**src/rtl/laser_rx_framed_if.sv**
```systemverilog
// Output side of the laser receiver: held word with valid/ready plus status pulses.
interface laser_rx_framed_if #(
  parameter int DATA_BITS = 8
);
  logic [DATA_BITS-1:0] data_out;
  logic                 data_valid;
  logic                 data_ready;
  logic                 parity_err;
  logic                 frame_err;
  logic                 overrun;
  logic                 busy;

  modport master (
    output data_out, data_valid, parity_err, frame_err, overrun, busy,
    input  data_ready
  );

  modport slave (
    input  data_out, data_valid, parity_err, frame_err, overrun, busy,
    output data_ready
  );
endinterface

```
**src/rtl/laser_rx_framed.sv**
```systemverilog
// Framed laser receiver: 2-flop sync, 3-sample majority per bit, optional parity,
// framing check with stuck-high lockout, and a valid/ready holding register.
module laser_rx_framed #(
  parameter int DATA_BITS    = 8,
  parameter int CLKS_PER_BIT = 8,
  parameter int PARITY       = 0
) (
  input  logic              clock,
  input  logic              reset,
  input  logic              laser_in,
  laser_rx_framed_if.master rx
);

  localparam int CW = $clog2(CLKS_PER_BIT);
  localparam int BW = (DATA_BITS > 1) ? $clog2(DATA_BITS) : 1;
  localparam int M  = CLKS_PER_BIT / 2;
  localparam bit P_EN  = (PARITY != 0);
  localparam bit P_ODD = (PARITY == 2);
  localparam logic [CW-1:0] C_S0   = CW'(M - 1);
  localparam logic [CW-1:0] C_S1   = CW'(M);
  localparam logic [CW-1:0] C_DEC  = CW'(M + 1);
  localparam logic [CW-1:0] C_LAST = CW'(CLKS_PER_BIT - 1);
  localparam logic [BW-1:0] B_LAST = BW'(DATA_BITS - 1);

  typedef enum logic [2:0] {S_IDLE, S_START, S_DATA, S_PAR, S_STOP, S_BREAK} state_t;

  state_t               state_q, state_d;
  logic                 s1_q, s2_q;
  logic [CW-1:0]        cnt_q, cnt_d, cnt_next;
  logic [BW-1:0]        bit_q, bit_d;
  logic [1:0]           samp_q, samp_d;
  logic [DATA_BITS-1:0] shift_q, shift_d;
  logic                 pmis_q, pmis_d;
  logic [DATA_BITS-1:0] dout_q, dout_d;
  logic                 dvalid_q, dvalid_d;
  logic                 perr_q, perr_d;
  logic                 ferr_q, ferr_d;
  logic                 ovr_q, ovr_d;
  logic                 maj, wrap, decide, deliver;

  always_comb begin
    state_d  = state_q;
    cnt_d    = cnt_q;
    bit_d    = bit_q;
    samp_d   = samp_q;
    shift_d  = shift_q;
    pmis_d   = pmis_q;
    dout_d   = dout_q;
    dvalid_d = dvalid_q;
    perr_d   = 1'b0;
    ferr_d   = 1'b0;
    ovr_d    = 1'b0;
    deliver  = 1'b0;

    wrap     = (cnt_q == C_LAST);
    decide   = (cnt_q == C_DEC);
    cnt_next = wrap ? '0 : cnt_q + 1'b1;
    // Third sample is the live s2 at the decision count.
    maj = (samp_q[0] & samp_q[1]) | (samp_q[0] & s2_q) | (samp_q[1] & s2_q);
    if (cnt_q == C_S0) samp_d[0] = s2_q;
    if (cnt_q == C_S1) samp_d[1] = s2_q;

    if (dvalid_q && rx.data_ready) dvalid_d = 1'b0;

    case (state_q)
      S_IDLE: begin
        if (s2_q) begin
          state_d = S_START;
          cnt_d   = '0;
          bit_d   = '0;
          pmis_d  = 1'b0;
        end
      end
      S_START: begin
        cnt_d = cnt_next;
        if (decide && !maj) begin
          state_d = S_IDLE;
          cnt_d   = '0;
        end else if (wrap) begin
          state_d = S_DATA;
        end
      end
      S_DATA: begin
        cnt_d = cnt_next;
        if (decide) shift_d[bit_q] = maj;
        if (wrap) begin
          if (bit_q == B_LAST) begin
            bit_d   = '0;
            state_d = P_EN ? S_PAR : S_STOP;
          end else begin
            bit_d = bit_q + 1'b1;
          end
        end
      end
      S_PAR: begin
        cnt_d = cnt_next;
        if (decide) pmis_d = maj ^ (^shift_q) ^ P_ODD;
        if (wrap) state_d = S_STOP;
      end
      S_STOP: begin
        cnt_d = cnt_next;
        // Decide mid stop bit so a new start bit can follow immediately.
        if (decide) begin
          cnt_d = '0;
          if (maj) begin
            ferr_d  = 1'b1;
            state_d = S_BREAK;
          end else if (pmis_q) begin
            perr_d  = 1'b1;
            state_d = S_IDLE;
          end else begin
            deliver = 1'b1;
            state_d = S_IDLE;
          end
        end
      end
      S_BREAK: begin
        if (!s2_q) begin
          state_d = S_IDLE;
          cnt_d   = '0;
        end
      end
      default: state_d = S_IDLE;
    endcase

    if (deliver) begin
      if (!dvalid_q || rx.data_ready) begin
        dout_d   = shift_q;
        dvalid_d = 1'b1;
      end else begin
        ovr_d = 1'b1;
      end
    end
  end

  always_ff @(posedge clock or posedge reset) begin
    if (reset) begin
      state_q  <= S_IDLE;
      s1_q     <= 1'b0;
      s2_q     <= 1'b0;
      cnt_q    <= '0;
      bit_q    <= '0;
      samp_q   <= '0;
      shift_q  <= '0;
      pmis_q   <= 1'b0;
      dout_q   <= '0;
      dvalid_q <= 1'b0;
      perr_q   <= 1'b0;
      ferr_q   <= 1'b0;
      ovr_q    <= 1'b0;
    end else begin
      state_q  <= state_d;
      s1_q     <= laser_in;
      s2_q     <= s1_q;
      cnt_q    <= cnt_d;
      bit_q    <= bit_d;
      samp_q   <= samp_d;
      shift_q  <= shift_d;
      pmis_q   <= pmis_d;
      dout_q   <= dout_d;
      dvalid_q <= dvalid_d;
      perr_q   <= perr_d;
      ferr_q   <= ferr_d;
      ovr_q    <= ovr_d;
    end
  end

  assign rx.data_out   = dout_q;
  assign rx.data_valid = dvalid_q;
  assign rx.parity_err = perr_q;
  assign rx.frame_err  = ferr_q;
  assign rx.overrun    = ovr_q;
  assign rx.busy       = (state_q != S_IDLE);

endmodule

```
**src/flat_wrapper.sv**
```systemverilog
// flat-port wrapper written by rule: the top's interface ports become plain ports
module laser_rx_framed_flat 
#(
  parameter int DATA_BITS    = 8,
  parameter int CLKS_PER_BIT = 8,
  parameter int PARITY       = 0
)
  (clock, reset, laser_in, rx_data_out, rx_data_valid, rx_parity_err, rx_frame_err, rx_overrun, rx_busy, rx_data_ready);
  laser_rx_framed_if #(.DATA_BITS(DATA_BITS)) rx_i ();
  input  logic clock;
  input  logic reset;
  input  logic laser_in;
  output wire logic [$bits(rx_i.data_out)-1:0] rx_data_out;
  output wire logic [$bits(rx_i.data_valid)-1:0] rx_data_valid;
  output wire logic [$bits(rx_i.parity_err)-1:0] rx_parity_err;
  output wire logic [$bits(rx_i.frame_err)-1:0] rx_frame_err;
  output wire logic [$bits(rx_i.overrun)-1:0] rx_overrun;
  output wire logic [$bits(rx_i.busy)-1:0] rx_busy;
  input wire logic [$bits(rx_i.data_ready)-1:0] rx_data_ready;
  assign rx_data_out = rx_i.data_out;
  assign rx_data_valid = rx_i.data_valid;
  assign rx_parity_err = rx_i.parity_err;
  assign rx_frame_err = rx_i.frame_err;
  assign rx_overrun = rx_i.overrun;
  assign rx_busy = rx_i.busy;
  assign rx_i.data_ready = rx_data_ready;
  laser_rx_framed #(.DATA_BITS(DATA_BITS), .CLKS_PER_BIT(CLKS_PER_BIT), .PARITY(PARITY)) u_core (.clock(clock), .reset(reset), .laser_in(laser_in), .rx(rx_i));
endmodule
```
**config.mk**
```make
export PLATFORM = sky130hd
export DESIGN_NAME = laser_rx_framed_flat
export DESIGN_NICKNAME = d
export VERILOG_FILES = /design/src/rtl/laser_rx_framed_if.sv /design/src/rtl/laser_rx_framed.sv /design/src/flat_wrapper.sv
export SDC_FILE = /design/constraint.sdc
export NUM_CORES = 1
export LEC_CHECK = 0
export BUFFER_PORTS_ARGS = -buffer_cell sky130_fd_sc_hd__buf_2
export CAP_MARGIN = 40
export CORE_MARGIN = 1
export CORE_UTILIZATION = 45
export DETAILED_ROUTE_END_ITERATION = 10
export GPL_TIMING_DRIVEN = 0
export PLACE_DENSITY = 0.74
export SYNTH_ARGS = -nofsm -noshare
export SYNTH_HDL_FRONTEND = slang
export SYNTH_SLANG_ARGS = --single-unit
```
**constraint.sdc**
```tcl
create_clock -name clock -period 2.4 [get_ports clock]
set_input_delay 0.36 -clock clock [delete_from_list [all_inputs] [get_ports clock]]
set_output_delay 0.36 -clock clock [all_outputs]
set_load 0.02 [all_outputs]
```
Yosys cells after proc, flatten, opt, wreduce, memory -nomap -nowiden

Cells that the tools add are included.

Word-level logic and storage cells: 101
Input port bits: 4
Bits in registers: 34
Output and inout port bits: 13

Eq/ne operators: 18
Reductions and logical operators: 19
Bitwise gates (word level): 6
Order comparisons: 2
Add/subtract/negate cells: 2
Multiplexer cells: 40

Operator list:

| cell                  | number |
|---|---|
| $mux W3               | 15 |
| $mux W1               | 19 |
| $eq A3 B3 Y1 const B  | 6 |
| $pmux W3 S6           | 1 |
| $pmux W3 S5           | 1 |
| $ne A2 B1 Y1 const B  | 6 |
| $eq A3 B2 Y1 const B  | 3 |
| $reduce_and A3 Y1     | 3 |
| $bwmux W8             | 1 |
| $reduce_xor A8 Y1     | 1 |
| $reduce_and A7 Y1     | 1 |
| $add A3 B1 Y3 const B | 2 |
| $pmux W3 S2           | 1 |
| $reduce_bool A5 Y1    | 1 |
| $lt A3 B4 Y1 const B  | 1 |
| $reduce_and A2 Y1     | 2 |
| $reduce_bool A2 Y1    | 2 |
| $and A1 B1 Y1         | 3 |
| $demux W1 S3          | 1 |
| $eq A3 B1 Y1 const B  | 1 |
| $ge A3 B1 Y1 const B  | 1 |
| $logic_and A1 B1 Y1   | 3 |
| $logic_not A3 Y1      | 1 |
| $ne A3 B1 Y1 const B  | 1 |
| 8 further kinds       | 10 |

Depth between registers and ports, before layout

Gate-level depths: netlist of the first run.

Depth after elaboration: 7
Gate-level depth with buffers: 7
Gate-level depth less buffers: 6

Least setup slack after synthesis of the first run

Ideal clock, no wire load.

Path kind: register to register
From: reg u_core.cnt_q[1]
To: reg u_core.dout_q[0], in the netlist u_core.rx.data_out[0]
Arrival: 1.861 ns
Buffers on the path: 1
Required time: 2.275 ns
Library setup time: 0.125 ns
Clock period less this slack: 1.986 ns
Slack: 0.414 ns
Stages on the path, launching flop included: 8
Cell sequence: dfrtp_1 inv_1 ha_1 nand2_1 or4_4 nand2b_4 buf_6 mux2_4

Cells in the longest elaborated chain, start to end: 4

Ends and longest elaborated chain:

| element                     | RTL line               | RTL |
|---|---|---|
| from (decl)                 | laser_rx_framed.sv:29  | `logic [CW-1:0] cnt_q, cnt_d, cnt_next;` |
| from (signal assigned)      | laser_rx_framed.sv:155 | `cnt_q <= cnt_d;` |
| $eq A3 B3 Y1                | laser_rx_framed.sv:56  | `decide = (cnt_q == C_DEC);` |
| $mux W1                     | laser_rx_framed.sv:103 | `if (decide) begin` |
| $mux W1                     | laser_rx_framed.sv:65  | `case (state_q)` |
| $reduce_and A2 Y1 (no line) | n/a                    |  |
| to (signal assigned)        | laser_rx_framed.sv:160 | `dout_q <= dout_d;` |
| to (decl)                   | laser_rx_framed.sv:34  | `logic [DATA_BITS-1:0] dout_q, dout_d;` |

No other way between the ends.
A chain may end at the register's enable or synchronous reset.

Worst setup path in the final report of the first run

Same ends and word-level chain as after synthesis.

==> results of run 1 <==
[final cells by class]
type / count / area (sq um)
multi-input combinational: 98 / 803
timing repair buffer: 17 / 108
tap: 48 / 60.1
buffer: 5 / 30.0
clock buffer: 7 / 86.3
inverter: 11 / 41.3
clock inverter: 1 / 5.00
fill: 310 / 1680
sequential: 34 / 851
[registers in the layout, indices dropped and copies added (netlist names)]
signal / count
u_core.s1_q: 1
u_core.rx.overrun: 1
u_core.samp_q: 2
u_core.bit_q: 3
u_core.cnt_q: 3
u_core.s2_q: 1
u_core.shift_q: 8
u_core.state_q: 3
u_core.rx.data_out: 8
u_core.rx.data_valid: 1
u_core.rx.frame_err: 1
u_core.rx.parity_err: 1
u_core.pmis_q: 1
[worst reg2reg max path: cells and delay by family, from the launching register on]
family	cells	cell delay, ns
muxes	1	0.31
and+or+nand+nor	3	0.92
DFF	1	0.41
adders and majority gates	1	0.21
buffers and inverters	2	0.23
[cells in the mapped netlist, drive strengths merged (3+ instances only)]
master	count
clkbuf	3
dfrtp	34
ha	7
inv	11
mux2	19
nand2	11
nand2b	4
nand3	9
nor2	5
nor3	6
o21ai	6
o31ai	3
xnor2	6
[how the worst min path moves through the flow]
| stage | slack (ns) | cells past startpoint | from | end |
|---|---|---|---|---|
| final | 0.12 | 2 | reset | u_core.rx.data_out[6]$_DFFE_PP0P_ |
| after detailed placement | 0.34 | 0 | u_core.s1_q$_DFF_PP0_ | u_core.s2_q$_DFF_PP0_ |
| after global routing | 0.16 | 2 | reset | u_core.rx.data_out[6]$_DFFE_PP0P_ |
| after global placement | 0.33 | 0 | u_core.s1_q$_DFF_PP0_ | u_core.s2_q$_DFF_PP0_ |
| after CTS | 0.14 | 2 | reset | u_core.rx.data_out[6]$_DFFE_PP0P_ |
| after floorplan | 0.33 | 0 | u_core.s1_q$_DFF_PP0_ | u_core.s2_q$_DFF_PP0_ |
[metrics by stage]
| step | power [mW] | worst slack, ns | area [sq um] | hold slack [ns] |
|---|---|---|---|---|
| final | 1.67 | 0.205 | 1980 | 0.122 |
| after global routing | 1.77 | 0.105 | 1980 | 0.165 |
| after CTS | 1.68 | 0.200 | 1980 | 0.140 |
| after detailed placement | 1.24 | 0.210 | 1890 | 0.339 |
| after global placement | 1.20 | 0.289 | 1870 | 0.333 |
| after floorplan | 1.11 | 0.414 | 1730 | 0.331 |
[metal layers]
metal  vias to the layer above  wire, um  track usage [%]
met5                         -         0                0
met4                         0        78             9.66
met3                         9       109             5.36
met2                        24      1510             27.9
met1                       571      1320             20.0
li1                        567         -                -
[power groups by stage]
stage / Combinational (mW) / Sequential [mW] / Clock [mW]
2_1_floorplan: 0.421 / 0.686 / 0
3_3_place_gp: 0.507 / 0.695 / 0
3_5_place_dp: 0.539 / 0.702 / 0
4_1_cts: 0.544 / 0.690 / 0.441
5_1_grt: 0.597 / 0.703 / 0.469
6_report: 0.541 / 0.691 / 0.434
[kinds of logic (layout without fill, tap and decap cells)]
group                      after synthesis  after routing  share of synthesized area (%)
AOI/OAI and AO/OA                       20             20                           7.83
xor gates and xnor gates                 7              7                           4.35
adders and majority gates                8              8                           5.73
buffers and inverters                   16             41                           4.13
DFF                                     34             34                           49.3
muxes                                   20             20                           14.7
and+or+nand+nor                         43             43                           13.9
==> qor.txt, run 1 <==
Outcome = completed
RD Place Congestion = 0.863
Avg Cell Area, Syn = 11.7 sq um
Vias = 1171
DRC Markers = 0
Max-cap viol count = 0
Grt total ovfl = 0
WP buf/inv = 2
Clk buf depth = 2
Area leader, netlist = dfrtp_1
PortBufs = 16
DRT Pass-1 Iters = 4
Setup TNS Final = 0 ns
Antenna Cells = 0
Synth unique cells = 37
Non-filler cells, final = 221
Final ANT Viol Nets = 0
Crit. End Element = flop
CTS Buf Count = 5
Top FF cell, synth = dfrtp_1
Vias per cell = 5.30
Ports = 17
Reg-to-reg setup timing slack = 0.20 ns
Slowest stage cell, crit path = or4_4
R2r worst-path depth = 7
Chip height = 63.9 um
Fin crit period = 2.20 ns
Layout cells sized above 1 = 28.9%
Postcts setup bufs = 0
Area growth syn-to-layout = 15.0%
Largest net degree at the start of global routing = 23
Commonest cells after routing, fill and taps aside = dfrtp_1, buf_2, nand2_1, inv_1, mux2_2
Clk Latency, worst-skew pair = 0.29 ns
Hold Fails Final Rpt = 0
Crit Path Class = flop to flop
Seq/Total Area, Yosys = 49.3%
Post-synth EDFFs = 0
Final worst path period share = 91.5%
Register share of total power = 41.5%
Crit path depth = 7
Starting Density = 47.1%
DRT iter0 DRCs = 29
Final setup fails = 0
Initial antenna violation count = 0
PwrDens = 839 nW/um^2
Least-Margin Pin Slew = 0.579 ns
Data arrival time of the critical path = 2.37 ns
# placed instances = 213
Cells after Synth = 148
CTS Root Cell = clkbuf_8
Fin. max-slew vios = 0
Fmax = 456 MHz
Post-synth ARST share = 100%
CP endpoint = u_core.rx.data_out[0]$_DFFE_PP0P_
WL/cell = 13.7 um
Post-synth top area share = 49.3%
Peak VDD IR = 0.330 mV
Crit Path Max Fanout = 9
Largest stage delay, worst path = 0.55 ns
Gr usage total = 17.2%
Synthesized area = 1730 sq um
Full die area = 4090 sq um
Element type at the critical path start = flop
CP delay by family, top = simple AND/OR/NAND/NOR gates
Clock net sink count = 34
Core box area = 3660 sq um
Yosys reg bits = 34
RR Endpoint = u_core.rx.data_out[0]$_DFFE_PP0P_
Post-CTS Resized = 0
CTS tree = yes
Switching share of power = 34.5%
Worst slew margin = 61.3%
Warnings, synthesis = 0
P_int = 1.09 mW
Most common cell after layout, fill and taps aside = dfrtp_1
Reg clk slew, reported paths = 0.07 ns
First-pass GRT wire length = 5290 um
CTS Hold Buffers Added = 0
Chip Width = 63.9 um
Worst reg2reg startpoint = u_core.cnt_q[1]$_DFFE_PP0P_
Critical path required time = 2.57 ns
Final #Nets = 183
Clock power frac = 26.0%
DP HPWL = 2290 um
Worst hold path type = input port to asynchronous set/reset pin
Leakage dissipation = 1.00 nW
Logic pwr share = 32.5%
Vias in the first global route = 1175
H-tree depth = 2
Syn_nets = 159
Final wirelength = 3020 um
RSZ-0062 raised after global routing = false
Clock skew = 0.00325 ns
Launch point of the worst path = u_core.cnt_q[1]$_DFFE_PP0P_
Psw = 574 uW
Num rows = 22
Final Util = 54.2%
Crit path cell chain = inv_1 -> ha_1 -> nand2_1 -> or4_4 -> nand2b_4 -> buf_6 -> mux2_4
Synth top area cells = dfrtp_1, mux2_2, mux2_4
(Power assumes the default switching activity.)
==> run 2, diff against run 1 <==
--- a/config.mk
+++ b/config.mk
@@ -5,7 +5,7 @@
 export SDC_FILE = /design/constraint.sdc
 export NUM_CORES = 1
 export LEC_CHECK = 0
-export BUFFER_PORTS_ARGS = -buffer_cell sky130_fd_sc_hd__buf_2
+export BUFFER_PORTS_ARGS = -buffer_cell sky130_fd_sc_hd__buf_4
 export CAP_MARGIN = 40
 export CORE_MARGIN = 1
 export CORE_UTILIZATION = 45
==> run 2 against run 1 <==
Compared with the run above:
- final cell count shrank 0.45%
- design area grew 1.3%
- die area is the same
- critical path depth is the same
- highest routed layer unchanged
==> qor.txt, run 2 (synthesis results as in run 1) <==
CP delay by family, top = simple AND/OR/NAND/NOR gates (unchanged)
Data arrival time of the critical path = 2.35 ns (was 2.37 ns)
Clk buf depth = 2 (unchanged)
Commonest cells after routing, fill and taps aside = dfrtp_1, buf_4, nand2_1, inv_1, mux2_2 (was dfrtp_1, buf_2, nand2_1, inv_1, mux2_2)
CTS tree = yes (unchanged)
Clock net sink count = 34 (unchanged)
Chip Width = 63.9 um (unchanged)
DP HPWL = 2190 um (was 2290 um)
Worst reg2reg startpoint = u_core.cnt_q[1]$_DFFE_PP0P_ (unchanged)
Post-CTS Resized = 0 (unchanged)
Chip height = 63.9 um (unchanged)
DRT Pass-1 Iters = 4 (unchanged)
DRT iter0 DRCs = 31 (was 29)
Largest net degree at the start of global routing = 23 (unchanged)
PortBufs = 16 (unchanged)
Peak VDD IR = 0.402 mV (was 0.330 mV)
Area growth syn-to-layout = 16.5% (was 15.0%)
Grt total ovfl = 0 (unchanged)
CTS Root Cell = clkbuf_8 (unchanged)
CTS Buf Count = 5 (unchanged)
Min Hold Slack = 0.140 ns (was 0.122 ns)
Full die area = 4090 sq um (unchanged)
Clk Latency, worst-skew pair = 0.28 ns (was 0.29 ns)
Switching share of power = 34.3% (was 34.5%)
Worst slew margin = 61.0% (was 61.3%)
Slowest stage cell, crit path = or4_4 (unchanged)
Worst setup margin = 0.223 ns (was 0.205 ns)
Final worst path period share = 90.7% (was 91.5%)
Final ANT Viol Nets = 0 (unchanged)
PwrDens = 809 nW/um^2 (was 839 nW/um^2)
Clock skew = 0.00348 ns (was 0.00325 ns)
Reg clk slew, reported paths = 0.06 ns (was 0.07 ns)
Starting Density = 47.1% (unchanged)
Setup TNS Final = 0 ns (unchanged)
CTS Hold Buffers Added = 0 (unchanged)
Vias per cell = 5.36 (was 5.30)
RSZ-0062 raised after global routing = false (unchanged)
Hold Fails Final Rpt = 0 (unchanged)
Num rows = 22 (unchanged)
H-tree depth = 2 (unchanged)
Element type at the critical path start = flop (unchanged)
Vias = 1179 (was 1171)
Psw = 557 uW (was 574 uW)
Largest stage delay, worst path = 0.55 ns (about the same)
RD Place Congestion = 0.864 (was 0.863)
Postcts setup bufs = 0 (unchanged)
Outcome = completed (unchanged)
Ports = 17 (unchanged)
Final #Nets = 183 (unchanged)
Least-Margin Pin Slew = 0.584 ns (was 0.579 ns)
Crit. End Element = flop (unchanged)
WL/cell = 13.7 um (about the same)
WP buf/inv = 2 (unchanged)
Crit Path Class = flop to flop (unchanged)
First-pass GRT wire length = 5000 um (was 5290 um)
DRC Markers = 0 (unchanged)
Crit path cell chain = inv_1 -> ha_1 -> nand2_1 -> or4_4 -> nand2b_4 -> buf_6 -> mux2_4 (unchanged)
Leakage dissipation = 0.996 nW (was 1.00 nW)
P_int = 1.07 mW (was 1.09 mW)
Most common cell after layout, fill and taps aside = dfrtp_1 (unchanged)
Worst slack, placed = 0.232 ns (was 0.210 ns)
Clock power frac = 24.0% (was 26.0%)
Max-cap viol count = 0 (unchanged)
Launch point of the worst path = u_core.cnt_q[1]$_DFFE_PP0P_ (unchanged)
Core box area = 3660 sq um (unchanged)
Fin crit period = 2.18 ns (was 2.20 ns)
Placed inst area = 1930 sq um (was 1890 sq um)
Final setup fails = 0 (unchanged)
Register share of total power = 42.5% (was 41.5%)
Gr usage total = 16.6% (was 17.2%)
Crit Path Max Fanout = 9 (unchanged)
Worst hold path type = input port to asynchronous set/reset pin (unchanged)
Fin. max-slew vios = 0 (unchanged)
Antenna Cells = 0 (unchanged)
Logic pwr share = 33.5% (was 32.5%)
Layout cells sized above 1 = 27.9% (was 28.9%)
Critical path required time = 2.57 ns (about the same)
Final wirelength = 3020 um (unchanged)
Initial antenna violation count = 0 (unchanged)
Vias in the first global route = 1136 (was 1175)
Fmax = 459 MHz (was 456 MHz)
Total power = 1.63 mW (was 1.67 mW)
Fin area = 2010 sq um (was 1980 sq um)
==> run 2: routing by layer <==
metal | global-route usage [%] | share of wire [%] | vias to the layer above
li1 | - | - | 563
met1 | 19.2 | 45 | 585
met2 | 26.6 | 49 | 25
met3 | 5.54 | 3.8 | 6
met4 | 9.94 | 2.7 | 0
met5 | 0 | 0 | -
==> run 2: area by class of cell <==
class	instances	area, sq um
multi-input cells	98	803
plain buffers	5	30.0
flip-flops and latches	34	851
repair buffers	17	148
fillers	329	1650
clock buffers	7	76.3
well taps	48	60.1
inverters	11	41.3
==> run 2: stage by stage <==
| stage | util, % | std cells |
|---|---|---|
| after floorplan | - | 148 |
| final | 54.9 | 220 |
| after global routing | 54.9 | 220 |
| after detailed placement | 52.8 | 213 |
| after global placement | 52.1 | 212 |
| after CTS | 54.9 | 220 |
==> run 2: final timing paths <==
path,end,slack (ns),cells after the start
setup / recovery,u_core.rx.data_out[0]$_DFFE_PP0P_,0.22,7
hold / removal,u_core.rx.data_out[5]$_DFFE_PP0P_,0.14,2
setup reg to reg,u_core.rx.data_out[0]$_DFFE_PP0P_,0.22,7
hold reg to reg,u_core.s2_q$_DFF_PP0_,0.35,0
max in group asynchronous,u_core.rx.frame_err$_DFF_PP0_,1.76,3
min in group clock,u_core.s1_q$_DFF_PP0_,0.18,1
==> run 2: power groups by stage <==
stage / registers, mW / logic (mW) / clock network (mW)
after floorplan: 0.686 / 0.421 / 0
after global placement: 0.695 / 0.515 / 0
after detailed placement: 0.702 / 0.541 / 0
after CTS: 0.691 / 0.543 / 0.399
after global routing: 0.700 / 0.599 / 0.419
final: 0.691 / 0.544 / 0.390
